===== src/rtl/lsu_mem_ctrl_pkg.sv =====
// Shared definitions for the load/store unit: access-type encodings,
// FSM states, bus widths and small type-decode helpers.
package lsu_mem_ctrl_pkg;

    localparam int XLEN    = 32;
    localparam int WADDR_W = 30;
    localparam int BE_W    = 4;

    // Same 3-bit encoding the register-file write extension uses.
    typedef enum logic [2:0] {
        RT_WORD   = 3'b000,
        RT_BYTE_S = 3'b001,
        RT_BYTE_U = 3'b010,
        RT_HALF_S = 3'b011,
        RT_HALF_U = 3'b100
    } req_type_e;

    typedef enum logic [1:0] {
        ST_IDLE,
        ST_ACCESS,
        ST_RESP
    } lsu_state_e;

    typedef enum logic [1:0] {
        SZ_BYTE,
        SZ_HALF,
        SZ_WORD
    } acc_size_e;

    // Codes 101-111 fall through to word.
    function automatic acc_size_e type_size(input logic [2:0] rtype);
        case (rtype)
            RT_BYTE_S, RT_BYTE_U: return SZ_BYTE;
            RT_HALF_S, RT_HALF_U: return SZ_HALF;
            default:              return SZ_WORD;
        endcase
    endfunction

    function automatic logic type_signed(input logic [2:0] rtype);
        return (rtype == RT_BYTE_S) || (rtype == RT_HALF_S);
    endfunction

endpackage


===== src/rtl/lsu_mem_ctrl_lane_fmt.sv =====
// Byte-lane formatter: byte enables, store-data replication, load-data
// extraction and sign/zero extension, plus alignment check. Pure logic.
module lsu_lane_fmt
    import lsu_mem_ctrl_pkg::*;
(
    input  logic [2:0]      req_type,
    input  logic [1:0]      addr_lo,
    input  logic [XLEN-1:0] store_data,
    input  logic [XLEN-1:0] load_word,
    output logic [BE_W-1:0] be,
    output logic [XLEN-1:0] store_lanes,
    output logic [XLEN-1:0] load_data,
    output logic            misaligned
);

    acc_size_e   size;
    logic        sgn;
    logic [7:0]  byte_sel;
    logic [15:0] half_sel;

    // Decode access size and build lane enables, store lanes and load result.
    always_comb begin
        // NOTE: every output gets a default before the case so no path can infer a latch.
        be          = '0;
        store_lanes = '0;
        load_data   = '0;
        misaligned  = 1'b0;
        size        = type_size(req_type);
        sgn         = type_signed(req_type);
        byte_sel    = load_word[8*addr_lo +: 8];
        half_sel    = addr_lo[1] ? load_word[31:16] : load_word[15:0];

        case (size)
            SZ_BYTE: begin
                be          = 4'b0001 << addr_lo;
                store_lanes = {4{store_data[7:0]}};
                load_data   = {{24{sgn & byte_sel[7]}}, byte_sel};
            end
            SZ_HALF: begin
                be          = addr_lo[1] ? 4'b1100 : 4'b0011;
                store_lanes = {2{store_data[15:0]}};
                load_data   = {{16{sgn & half_sel[15]}}, half_sel};
                misaligned  = addr_lo[0];
            end
            default: begin
                be          = 4'b1111;
                store_lanes = store_data;
                load_data   = load_word;
                misaligned  = |addr_lo;
            end
        endcase
    end

endmodule


===== src/rtl/lsu_mem_ctrl.sv =====
// Load/store unit: accepts one request, runs a req/ack handshake to a
// word-wide memory with byte enables, and returns an extended load result.
module lsu_mem_ctrl
    import lsu_mem_ctrl_pkg::*;
#(
    parameter int TIMEOUT = 255
) (
    input  logic               clk,
    input  logic               rst,
    input  logic               req_valid,
    input  logic               req_we,
    input  logic [2:0]         req_type,
    input  logic [XLEN-1:0]    req_addr,
    input  logic [XLEN-1:0]    req_wdata,
    output logic               busy,
    output logic               done,
    output logic [XLEN-1:0]    rdata,
    output logic               err_misalign,
    output logic               err_timeout,
    output logic               mem_req,
    output logic               mem_we,
    output logic [WADDR_W-1:0] mem_addr,
    output logic [BE_W-1:0]    mem_be,
    output logic [XLEN-1:0]    mem_wdata,
    input  logic [XLEN-1:0]    mem_rdata,
    input  logic               mem_ack
);

    localparam int              CNT_W   = $clog2(TIMEOUT + 1);
    localparam logic [CNT_W-1:0] TO_LAST = CNT_W'(TIMEOUT - 1);

    lsu_state_e       state_q, state_d;
    logic             we_q;
    logic [2:0]       type_q;
    logic [XLEN-1:0]  addr_q;
    logic [XLEN-1:0]  wdata_q;
    logic [CNT_W-1:0] cnt_q;
    logic [XLEN-1:0]  rdata_q;
    logic             mis_q;
    logic             to_q;

    logic             accept;
    logic             ack_take;
    logic             timeout_hit;

    logic [2:0]       fmt_type;
    logic [1:0]       fmt_addr_lo;
    logic [BE_W-1:0]  fmt_be;
    logic [XLEN-1:0]  fmt_store;
    logic [XLEN-1:0]  fmt_load;
    logic             fmt_mis;

    // In IDLE the formatter checks the incoming request; afterwards it
    // works from the registered copy so memory outputs stay stable.
    assign fmt_type    = (state_q == ST_IDLE) ? req_type      : type_q;
    assign fmt_addr_lo = (state_q == ST_IDLE) ? req_addr[1:0] : addr_q[1:0];

    lsu_lane_fmt u_lane_fmt (
        .req_type    (fmt_type),
        .addr_lo     (fmt_addr_lo),
        .store_data  (wdata_q),
        .load_word   (mem_rdata),
        .be          (fmt_be),
        .store_lanes (fmt_store),
        .load_data   (fmt_load),
        .misaligned  (fmt_mis)
    );

    // Next-state logic; an ack in the last allowed cycle beats the timeout.
    always_comb begin
        state_d     = state_q;
        accept      = 1'b0;
        ack_take    = 1'b0;
        timeout_hit = 1'b0;
        case (state_q)
            ST_IDLE: begin
                if (req_valid) begin
                    accept  = 1'b1;
                    state_d = fmt_mis ? ST_RESP : ST_ACCESS;
                end
            end
            ST_ACCESS: begin
                if (mem_ack) begin
                    ack_take = 1'b1;
                    state_d  = ST_RESP;
                end else if (cnt_q == TO_LAST) begin
                    timeout_hit = 1'b1;
                    state_d     = ST_RESP;
                end
            end
            ST_RESP: state_d = ST_IDLE;
            default: state_d = ST_IDLE;
        endcase
    end

    // State register.
    always_ff @(posedge clk) begin
        // NOTE: sequential state uses non-blocking assignment so every flop samples pre-edge values.
        if (rst) state_q <= ST_IDLE;
        else     state_q <= state_d;
    end

    // Request capture, wait counter and result registers.
    always_ff @(posedge clk) begin
        if (rst) begin
            we_q    <= 1'b0;
            type_q  <= '0;
            addr_q  <= '0;
            wdata_q <= '0;
            cnt_q   <= '0;
            rdata_q <= '0;
            mis_q   <= 1'b0;
            to_q    <= 1'b0;
        end else if (accept) begin
            we_q    <= req_we;
            type_q  <= req_type;
            addr_q  <= req_addr;
            wdata_q <= req_wdata;
            cnt_q   <= '0;
            rdata_q <= '0;
            mis_q   <= fmt_mis;
            to_q    <= 1'b0;
        end else if (state_q == ST_ACCESS) begin
            if (ack_take)         rdata_q <= we_q ? '0 : fmt_load;
            else if (timeout_hit) to_q    <= 1'b1;
            else                  cnt_q   <= cnt_q + 1'b1;
        end
    end

    // Memory side is driven only while a request is outstanding.
    assign mem_req   = (state_q == ST_ACCESS);
    assign mem_we    = mem_req & we_q;
    assign mem_addr  = mem_req ? addr_q[31:2] : '0;
    assign mem_be    = mem_req ? fmt_be       : '0;
    assign mem_wdata = mem_req ? fmt_store    : '0;

    // Response side is visible only during the done pulse.
    assign busy         = (state_q != ST_IDLE);
    assign done         = (state_q == ST_RESP);
    assign rdata        = done ? rdata_q : '0;
    assign err_misalign = done & mis_q;
    assign err_timeout  = done & to_q;

endmodule


===== config.mk =====
export PLATFORM = sky130hd
export DESIGN_NAME = lsu_mem_ctrl
export DESIGN_NICKNAME = d
export VERILOG_FILES = /design/src/rtl/lsu_mem_ctrl_pkg.sv /design/src/rtl/lsu_mem_ctrl_lane_fmt.sv /design/src/rtl/lsu_mem_ctrl.sv
export SDC_FILE = /design/constraint.sdc
export NUM_CORES = 1
export LEC_CHECK = 0
export ABC_AREA = 0
export ABC_CLOCK_PERIOD_IN_PS = 2500
export CAP_MARGIN = 20
export CORE_MARGIN = 10
export CORE_UTILIZATION = 32
export CTS_BUF_LIST = sky130_fd_sc_hd__clkbuf_4 sky130_fd_sc_hd__clkbuf_8
export DETAILED_ROUTE_END_ITERATION = 12
export GPL_ROUTABILITY_DRIVEN = 0
export GPL_TIMING_DRIVEN = 0
export PLACE_DENSITY = 0.65
export SLEW_MARGIN = 20
export SYNTH_ARGS = -nofsm -noshare
export SYNTH_HDL_FRONTEND = slang
export SYNTH_SLANG_ARGS = --single-unit

===== constraint.sdc =====
create_clock -name clk -period 2.5 [get_ports clk]
set_input_delay 0.375 -clock clk [delete_from_list [all_inputs] [get_ports clk]]
set_output_delay 0.375 -clock clk [all_outputs]
set_load 0.01 [all_outputs]

==> summary.md <==
| Metric | Value |
|---|---|
| Status | complete, but fails checks |
| Failing checks | setup timing |
| R2R setup slack | -0.02 ns |
| I/O Pins | 208 |
| Die area | 0.02318 mm2 |
| Number of fill cells | 1681 |
| Clock-pin slew on the worst setup and hold paths | 0.10 ns |
| Most frequent cells after synthesis | 234 x nand2_1, 112 x dfxtp_1, 98 x a21oi_1 |
| Post-synthesis sequential area ratio | 40.06% |
| Synth top area share | 40.06% |
| Critical path's top delay family | compound AO/OA/AOI/OAI gates |
| Cells on worst reg2reg path | 12 |
| First-pass GRT wire length | 32910 um |
| Hold_buf cts | 0 |
| Post-synth top area cell | dfxtp_1 |
| Critical Path Start Type | flop |
| Clock power frac | 20.9% |
| Vias in the first global route | 5865 |
| Post-synth ARST share | 0% |
| Die height | 152.2 um |
| Number of CTS-inserted buffers | 9 |
| Distinct cell type count after synthesis | 52 |
| WL per Instance | 17.68 um |
| H-Tree Level Count | 3 |
| Reg area | 0.002247 mm2 |
| Critical path's most frequent cell | buf_6 |
| Congestion Overflow GR | 0 |
| Multi-input logic area | 0.003349 mm2 |
| Port bufs | 207 |
| Num rows | 48 |
| Synthesized area per cell | 7.335 um2 |
| DRC errors left | 0 |
| Hold Crit Class | input pin to flop |
| Setup TNS Final | -5.660 ns |
| Detail Route Antenna Nets | 0 |
| Most numerous cell in the Yosys netlist | nand2_1 |
| Hold Path Stages | 3 |
| Number of detailed-route iterations in the first pass | 5 |
| Overall global routing resource usage | 17.46% |
| Max Cap Viol | 0 |
| Worst setup path startpoint | state_q[1]$_SDFFE_PP0P_ |
| Smallest hold slack | 0.3891 ns |
| # clock sinks | 112 |
| VDD IR max | 253.2 uV |
| Initial DRC count | 365 |
| Sequential Power Share | 38.7% |
| Area of the core | 0.01724 mm2 |
| Hold path endpoint | type_q[1]$_SDFFE_PP0P_ |
| PwrDens | 584.7 mW/mm2 |
| Hold path startpoint | req_type[1] |
| Initial Util | 32.47% |
| Vias after detailed routing | 6281 |
| Worst Path Buf+Inv | 4 |
| Final Hold Viols | 0 |
| Post-route cell area | 0.008930 mm2 |
| Final min period | 2.784 ns |
| Crit path required time | 2.12 ns |
| Post-synth net total | 869 |
| Worst-path fanout max | 5 |
| Worst skew pair latency | 0.39 ns |
| Mapped Cells | 763 |
| Critical path arrival | 2.41 ns |
| CTS Root Cell | clkbuf_8 |
| DPL Wire Length | 15960 um |
| Detailed Route WL | 22170 um |
| Fmax | 359.2 MHz |
| Antenna violations before repair | 1 |
| Comb power frac | 40.4% |
| Pleak | 4.481 nW |
| Max Clock Skew | 0.01070 ns |
| RSZ-0062 raised after global routing | true |
| Crit path capture type | primary output |
| Share of cells above drive strength 1 | 18.68% |
| Cell internal pwr | 3.318 mW |
| Synth Flop Type | dfxtp_1 |
| Worst R2R End | rdata_q[30]$_SDFFE_PP0P_ |
| Final setup violation count | 33 |
| Slowest CP cell | or3b_4 |
| Largest stage delay, worst path | 0.40 ns |
| FF+latch count, synth | 112 |
| Final WS setup | -0.2837 ns |
| Largest net degree at the start of global routing | 18 |
| Fin crit share | 111.3% |
| CP Class | flop to primary output |
| Final-report max-slew violation count | 0 |
| RR Startpoint | state_q[0]$_SDFFE_PP0P_ |
| Slew headroom | 57.11% |
| Area contributors post-synth | dfxtp_1 40%, nand2_1 16%, a21oi_1 8.8% |
| Die X | 152.2 um |
| Switching part of the total | 36.46% |
| Layout area overhead | 59.56% |
| Crit path cell chain | buf_8, or3b_4, a221oi_4, a21o_1, buf_6, buf_6, nand2_1, a31oi_1, buf_2 |
| TritonCTS clock tree | done |
| Switch Pwr | 1.903 mW |
| Placed Area | 0.007950 mm2 |
| Yosys warnings | 0 |
| EDFF count, synth | 0 |
| Post-Syn Area | 0.005597 mm2 |
| Max clock buf depth | 2 |
| Tightest Pin Transition | 0.6433 ns |
| Layout Nets | 1129 |
| Vias per cell | 5.009 |
==> state kept, by name, indices dropped and copies added, names as in the netlist <==
register,cells
addr_q,32
rdata_q,32
wdata_q,32
cnt_q,8
type_q,3
state_q,2
mis_q,1
to_q,1
we_q,1
==> final cells by class <==
cell class	count	share of cell area, %
Multi-Input combinational cell	592	37.51
Timing Repair Buffer	250	27.57
Clock inverter	3	0.2942
Buffer	54	4.217
Sequential cell	112	25.16
Clock buffer	13	1.864
Antenna cell	1	0.02802
Inverter	4	0.1962
Tap cell	225	3.153
==> repair_timing <==
action / CTS / global route
pin swaps: 17 / 36
setup buffers: 20 / 17
resized for setup: 199 / 143
endpoints found under the setup margin: 103 / 99
cloned: 3 / 3
==> cell families (layout without fill, tap and decap cells) <==
logic type / Yosys count / count (layout) / synth area share (%)
other cells: 0 / 1 / 0
fa+ha+maj: 2 / 2 / 0.4471
compound gates: 189 / 189 / 19.92
flops: 112 / 112 / 40.06
xor+xnor: 7 / 7 / 1.095
simple gates: 376 / 376 / 30.61
buf+inv: 59 / 324 / 4.605
mux: 18 / 18 / 3.264
==> worst max-delay path by stage <==
| stage | to | slack [ns] | cells after the start |
|---|---|---|---|
| floorplan | mem_wdata[21] | 0.16 | 8 |
| global placement | mem_wdata[25] | -1.10 | 9 |
| detailed placement | mem_wdata[25] | -1.09 | 9 |
| CTS | mem_wdata[26] | -0.33 | 9 |
| global route | mem_wdata[28] | -0.35 | 9 |
| finish | mem_wdata[27] | -0.28 | 9 |
==> worst register-to-register path: stages, from the launching register on <==
cell and delay [ns]:
dfxtp_2 0.34, buf_6 0.13, buf_6 0.11, buf_6 0.11, or3b_4 0.38, buf_6 0.14, and3_4 0.17, nor3_4 0.17
and4b_1 0.22, buf_6 0.13, o21ai_4 0.26, clkbuf_16 0.21, o21ai_2 0.05
==> cell usage in the layout, fill, tap and decap left out, types with 4 or more instances in the layout <==
cell	n
mux2i_1	15
nand2_2	9
buf_2	18
a31oi_1	7
nand4_1	4
nand2_1	222
o221ai_1	8
clkbuf_2	16
clkbuf_4	5
nor2_1	35
dlymetal6s2s_1	52
xor2_1	4
clkdlybuf4s50_1	102
a21oi_1	88
a21oi_2	10
a22oi_1	8
o21ai_2	21
o21ai_0	21
and2_1	76
buf_12	4
clkbuf_1	30
buf_8	4
dfxtp_1	110
dlygate4sd2_1	17
clkbuf_8	15
buf_4	31
buf_6	15
o22ai_1	4
==> power by group through the flow <==
| stage | Sequential [mW] | Combinational [mW] | Clock [mW] |
|---|---|---|---|
| global route | 2.03 | 2.27 | 1.20 |
| finish | 2.02 | 2.11 | 1.09 |
| floorplan | 2.02 | 0.945 | 0 |
| global placement | 2.04 | 1.55 | 0 |
| CTS | 2.01 | 1.87 | 1.13 |
| detailed placement | 2.05 | 1.56 | 0 |
==> per-layer routing <==
| layer | part of all wire, % | up-vias | GRT usage, % |
|---|---|---|---|
| met3 | 10 | 22 | 7.310 |
| li1 | - | 3066 | - |
| met1 | 44 | 2925 | 22.10 |
| met4 | 1.4 | 0 | 4.539 |
| met5 | 0 | - | 0 |
| met2 | 45 | 268 | 26.68 |
==> stage by stage <==
step | cells | setup WS [ns] | power [mW] | util, %
floorplan | 763 | 0.1564 | 2.964 | -
global placement | 1195 | -1.100 | 3.592 | 46.12
detailed placement | 1195 | -1.087 | 3.605 | 46.12
CTS | 1233 | -0.3326 | 5.004 | 49.14
global route | 1254 | -0.3514 | 5.503 | 51.81
finish | 1254 | -0.2837 | 5.221 | 51.81
No activity file was read; power rests on OpenSTA's default activity.
